<file path="src/rtl/piso_serializer.sv">
// Parallel-in, serial-out serializer: a word accepted through a valid/ready load
// handshake is streamed out on Q (registered), one bit per Shift_en strobe.
module piso_serializer #(
    parameter int WIDTH     = 8,
    parameter bit LSB_FIRST = 1'b0
) (
    input  logic             Clk,
    input  logic             Rst_n,
    input  logic [WIDTH-1:0] Din,
    input  logic             Load_valid,
    output logic             Load_ready,
    input  logic             Shift_en,
    output logic             Q,
    output logic             Qn,
    output logic             Busy,
    output logic             Done
);
    localparam int CW = $clog2(WIDTH);
    localparam logic [CW-1:0] LAST_IDX = CW'(WIDTH - 1);

    typedef enum logic {
        ST_IDLE  = 1'b0,
        ST_SHIFT = 1'b1
    } state_t;

    state_t           r_state;
    logic [WIDTH-1:0] r_shift;
    logic [CW-1:0]    r_cnt;
    logic             r_q;
    logic             r_done;

    logic [WIDTH-1:0] w_shifted;
    logic             w_first_bit;
    logic             w_next_bit;
    logic             w_accept;

    // The shift register keeps the bit currently on Q at its output end, so the
    // following bit is always the neighbour one position further in.
    generate
        if (LSB_FIRST) begin : g_lsb_first
            assign w_shifted   = r_shift >> 1;
            assign w_first_bit = Din[0];
            assign w_next_bit  = r_shift[1];
        end else begin : g_msb_first
            assign w_shifted   = r_shift << 1;
            assign w_first_bit = Din[WIDTH-1];
            assign w_next_bit  = r_shift[WIDTH-2];
        end
    endgenerate

    assign Load_ready = (r_state == ST_IDLE) && Rst_n;
    assign w_accept   = Load_valid && Load_ready;

    always_ff @(posedge Clk) begin
        if (!Rst_n) begin
            r_state <= ST_IDLE;
            r_shift <= '0;
            r_cnt   <= '0;
            r_q     <= 1'b0;
            r_done  <= 1'b0;
        end else begin
            r_done <= 1'b0;
            if (r_state == ST_IDLE) begin
                if (w_accept) begin
                    r_shift <= Din;
                    r_cnt   <= LAST_IDX;
                    r_q     <= w_first_bit;
                    r_state <= ST_SHIFT;
                end
            end else if (Shift_en) begin
                if (r_cnt != '0) begin
                    r_shift <= w_shifted;
                    r_q     <= w_next_bit;
                    r_cnt   <= r_cnt - 1'b1;
                end else begin
                    // Final strobe consumes the last bit; the word is finished.
                    r_shift <= '0;
                    r_q     <= 1'b0;
                    r_done  <= 1'b1;
                    r_state <= ST_IDLE;
                end
            end
        end
    end

    assign Q    = r_q;
    assign Qn   = ~r_q;
    assign Busy = (r_state == ST_SHIFT);
    assign Done = r_done;

endmodule

</file>
<file path="config.mk">
export PLATFORM = sky130hd
export DESIGN_NAME = piso_serializer
export DESIGN_NICKNAME = d
export VERILOG_FILES = /design/src/rtl/piso_serializer.sv
export SDC_FILE = /design/constraint.sdc
export NUM_CORES = 1
export LEC_CHECK = 0
export BUFFER_PORTS_ARGS = -buffer_cell sky130_fd_sc_hd__buf_2
export CAP_MARGIN = 15
export CORE_MARGIN = 2
export CORE_UTILIZATION = 45
export CTS_CLUSTER_SIZE = 25
export DETAILED_ROUTE_END_ITERATION = 7
export GPL_TIMING_DRIVEN = 1
export PLACE_DENSITY = 0.72
export SETUP_SLACK_MARGIN = 0.4
export SLEW_MARGIN = 10
export SYNTH_ARGS = -nofsm -noshare
export SYNTH_HDL_FRONTEND = slang
export SYNTH_SLANG_ARGS = --single-unit
</file>
<file path="constraint.sdc">
create_clock -name Clk -period 1.8 [get_ports Clk]
set_clock_uncertainty 0.2 [all_clocks]
set_input_delay 0.45 -clock Clk [delete_from_list [all_inputs] [get_ports Clk]]
set_output_delay 0.45 -clock Clk [all_outputs]
set_load 0.05 [all_outputs]
</file>
## After elaboration in Yosys (flattened, before gate mapping)

Index checks and enable logic that the tools add are counted.

- Output and inout port bits: 5
- Bits in read-only memories: 0
- Word-level logic and storage cells: 34
- RAM bits: 0
- Latch bits: 0
- Register bits after elaboration: 13
- Bits of input ports: 12
- Memories kept: 0

- $add $sub $neg: 1
- Eq/ne operators: 2
- Divide/modulo/power cells: 0
- Shift operators: 0
- Reduce and logical (&&, ||, !) cells: 7
- Multipliers: 0
- Bitwise operators: 2
- Muxes and demuxes: 17
- $lt $le $gt $ge: 0

Operators with widths:

| operator | number |
|---|---|
| $mux 7 | 4 |
| $mux 3 | 4 |
| $mux 1 | 9 |
| $reduce_and 3->1 | 2 |
| $reduce_bool 3->1 | 1 |
| $sub 3x1->3 const B | 1 |
| $logic_and 1x1->1 | 2 |
| $ne 2x1->1 const B | 1 |
| $ne 2x2->1 const B | 1 |
| $not 1->1 | 2 |
| $reduce_and 2->1 | 1 |
| $reduce_bool 2->1 | 1 |

## Depth between registers and ports, before layout

- Depth in word-level cells: 5
- Gate-level depth with buffers: 6

## Least setup slack after synthesis

No wires, ideal clock.

- Path kind: reg2out
- From: register r_state (netlist: Busy)
- To: output port Load_ready
- Stages on the path, launching flop included: 4
- Setup slack: -487 ps
- Data required time: 1150 ps
- Data arrival time: 1637 ps
- Cell sequence: dfxtp_1 buf_4 buf_4 nor2b_1

- Longest elaborated chain between the ends: 2

RTL lines:

| what | line | RTL |
|---|---|---|
| from (decl) | 26 | `state_t r_state;` |
| from (signal assigned) | 56 | `r_state <= ST_IDLE;` |
| from (signal assigned) | 68 | `r_state <= ST_SHIFT;` |
| from (signal assigned) | 80 | `r_state <= ST_IDLE;` |
| $not 1->1 | n/a |  |
| $logic_and 1x1->1 | 51 | `assign Load_ready = (r_state == ST_IDLE) && Rst_n;` |
| to (decl) | 11 | `output logic Load_ready,` |

No other way between the ends.

## Worst setup path in the final report

Same ends and word-level chain as after synthesis.

==> impl_metrics.env <==
export IMPL_run_status="finished, final reports clean"
export IMPL_hold_depth=3
export IMPL_final_nets=114
export IMPL_syn_area_per_cell_um2=9.23
export IMPL_ys_seq_area_share_pct=38.1
export IMPL_via_count=652
export IMPL_drc_errors=0
export IMPL_yosys_area_top_type_share_pct=38.1
export IMPL_clkTransAtPathRegs_ns=0.08
export IMPL_die_w_um=43.0
export IMPL_initial_utilization_pct=46.4
export IMPL_dp_cells=102
export IMPL_cp_data_arrival_time_ns=0.92
export IMPL_grt_max_degree=15
export IMPL_drtPass1Iterations=4
export IMPL_final_cells=115
export IMPL_num_antenna_cells=0
export IMPL_h_tree_depth=1
export IMPL_synth_top_cells_by_area="dfxtp_1 38%, nor2b_1 8.2%, a31oi_1 7.3%"
export IMPL_hp_start="Din[0]"
export IMPL_grt_pass1_wl_mm=2.78
export IMPL_cts_sinks=13
export IMPL_final_antenna_net_count=0
export IMPL_grt_pass1_vias=639
export IMPL_grt_overflow=0
export IMPL_place_congestion=0.765
export IMPL_total_leakage_power_uw=0.000394
export IMPL_tightest_slew_ns=0.219
export IMPL_insertion_delay_ns=0.29
export IMPL_maxSlewViolCount=0
export IMPL_critPathKind="reg2out"
export IMPL_synth_edf_count=0
export IMPL_relSlewSlack_pct=85.3
export IMPL_irDropWorstVdd_mv=0.452
export IMPL_period_share_pct=87.5
export IMPL_row_count=14
export IMPL_cts_buffers=3
export IMPL_setup_tns_ns=0
export IMPL_period_needed_ns=1.57
export IMPL_wl_per_cell_um=14.8
export IMPL_vias_per_cell=5.67
export IMPL_synth_commonest_cells="13 x dfxtp_1, 9 x nor2b_1, 8 x a31oi_1"
export IMPL_synth_seq_cells=13
export IMPL_crit_path_start_kind="flop"
export IMPL_critPathRequiredTime_ns=1.15
export IMPL_timing_rr_start="Busy$_SDFF_PN0_"
export IMPL_worstPathMaxFanout=4
export IMPL_routed_wl_mm=1.70
export IMPL_max_clock_freq_mhz=635
export IMPL_finalHoldViolations=0
export IMPL_yosysWarnings=0
export IMPL_synthFlopType="dfxtp_1"
export IMPL_cts_tree="done"
export IMPL_netlist_area_um2=683
export IMPL_drv_cap=0
export IMPL_synthesis_nets=88
export IMPL_die_height_um=43.0
export IMPL_synth_most_common_cell="dfxtp_1"
export IMPL_end_kind="output port"
export IMPL_grt_usage_pct=21.3
export IMPL_utilization_pct=66.2
export IMPL_cts_hold_buf=0
export IMPL_min_path_type="in2reg"
export IMPL_reg2regPathDepth=5
export IMPL_yosysTopAreaCell="dfxtp_1"
export IMPL_rsz0062_at_grt="yes"
export IMPL_core_area_um2=1470
export IMPL_finalSetupViolations=0
export IMPL_ys_types=30
export IMPL_hold_path_end="r_shift[0]$_SDFFE_PN0P_"
export IMPL_root_buffer="clkbuf_4"
export IMPL_drive_gt1_share_pct=56.6
export IMPL_die_area_um2=1850
export IMPL_r2r_end="r_shift[3]$_SDFFE_PN0P_"
export IMPL_cts_buffer_depth=2
export IMPL_worst_r2r_setup_slack_ns=0.32
export IMPL_syn2layout_area_growth_pct=42.5
export IMPL_synthesis_instances=74
export IMPL_synthArstFlopShare_pct=0
export IMPL_antenna_found_initial=0
export IMPL_place_hpwl_um=877
export IMPL_boundaryPins=17
export IMPL_powerDensity_nw_per_um2=848
export IMPL_io_buffers=16
export IMPL_drtIter0Drc=14
[how the worst max path moves through the flow]
stage | from | endpoint | slack [ns] | cells after the start
detailed placement | Rst_n | Load_ready | 0.23 | 3
finish | Busy$_SDFF_PN0_ | Load_ready | 0.23 | 2
CTS | Busy$_SDFF_PN0_ | Load_ready | 0.23 | 2
floorplan | Busy$_SDFF_PN0_ | Load_ready | 0.18 | 3
global route | Busy$_SDFF_PN0_ | Load_ready | 0.18 | 2
global placement | Rst_n | Load_ready | 0.23 | 3
[cells in the final DEF (no fill, tap or decap), types with 2 or more instances in the layout]
master | Yosys | routed
clkbuf_4 | 0 | 3
inv_4 | 0 | 2
buf_6 | 2 | 6
nor2b_1 | 9 | 8
mux2_4 | 1 | 2
dfxtp_2 | 0 | 3
dfxtp_1 | 13 | 8
a31oi_1 | 8 | 8
o21ai_2 | 3 | 7
buf_2 | 1 | 11
a21oi_2 | 3 | 3
ha_4 | 0 | 2
dfxtp_4 | 0 | 2
a21oi_1 | 4 | 4
and2_1 | 2 | 2
buf_4 | 2 | 7
[per-layer routing]
layer / global-route usage [%] / up-vias / share of wire [%]
met4: 18.2 / 0 / 3.0
met2: 33.0 / 16 / 50
met3: 7.66 / 5 / 4.8
met5: 0 / - / 0
met1: 22.6 / 313 / 42
li1: - / 318 / -
[area by class of cell]
| class | count | area [um^2] |
|---|---|---|
| fillers | 124 | 498 |
| multi-input cells | 53 | 442 |
| flip-flops and latches | 13 | 272 |
| repair buffers | 25 | 190 |
| clock buffers | 4 | 26.3 |
| inverters | 4 | 23.8 |
| well taps | 16 | 20.0 |
[per-stage QoR]
| stage | total power, uW | instance area (um^2) | setup slack (ns) | hold WS (ns) |
|---|---|---|---|---|
| after global placement | 542 | 779 | 0.232 | 0.271 |
| after CTS | 785 | 902 | 0.228 | 0.262 |
| after global routing | 873 | 973 | 0.185 | 0.276 |
| final | 826 | 973 | 0.225 | 0.267 |
| after floorplan | 522 | 722 | 0.181 | 0.259 |
| after detailed placement | 551 | 779 | 0.232 | 0.279 |
[state kept, by name, summed over array words and instances (netlist names)]
| name | flops |
|---|---|
| r_cnt | 3 |
| Q | 1 |
| Busy | 1 |
| Done | 1 |
| r_shift | 7 |
[where the power goes]
group	total (uW)	internal, uW	switching (uW)
Combinational	288	136	152
Sequential	345	318	26.5
Clock	193	86.6	106
[cell families (layout without fill, tap and decap cells)]
kind of cell    count (synthesis)  count (layout)  share of synthesized area [%]
buf+inv                         9              33                           8.42
fa+ha+maj                       2               2                           3.66
compound gates                 29              29                           28.6
mux                             1               2                           2.20
simple gates                   20              20                           19.0
flops                          13              13                           38.1
[worst max-delay path: stages (launching register included)]
cell,delay [ns]
dfxtp_4,0.37
nor2b_4,0.10
buf_6,0.15
[what timing repair did]
item,in CTS,in global routing
setup endpoints to repair,15,15
hold endpoints to repair,0,0
gates resized for setup,13,19
pin swaps,0,2
buffers inserted,6,2
cloned,1,0
Power figures use the tool's default switching activity.
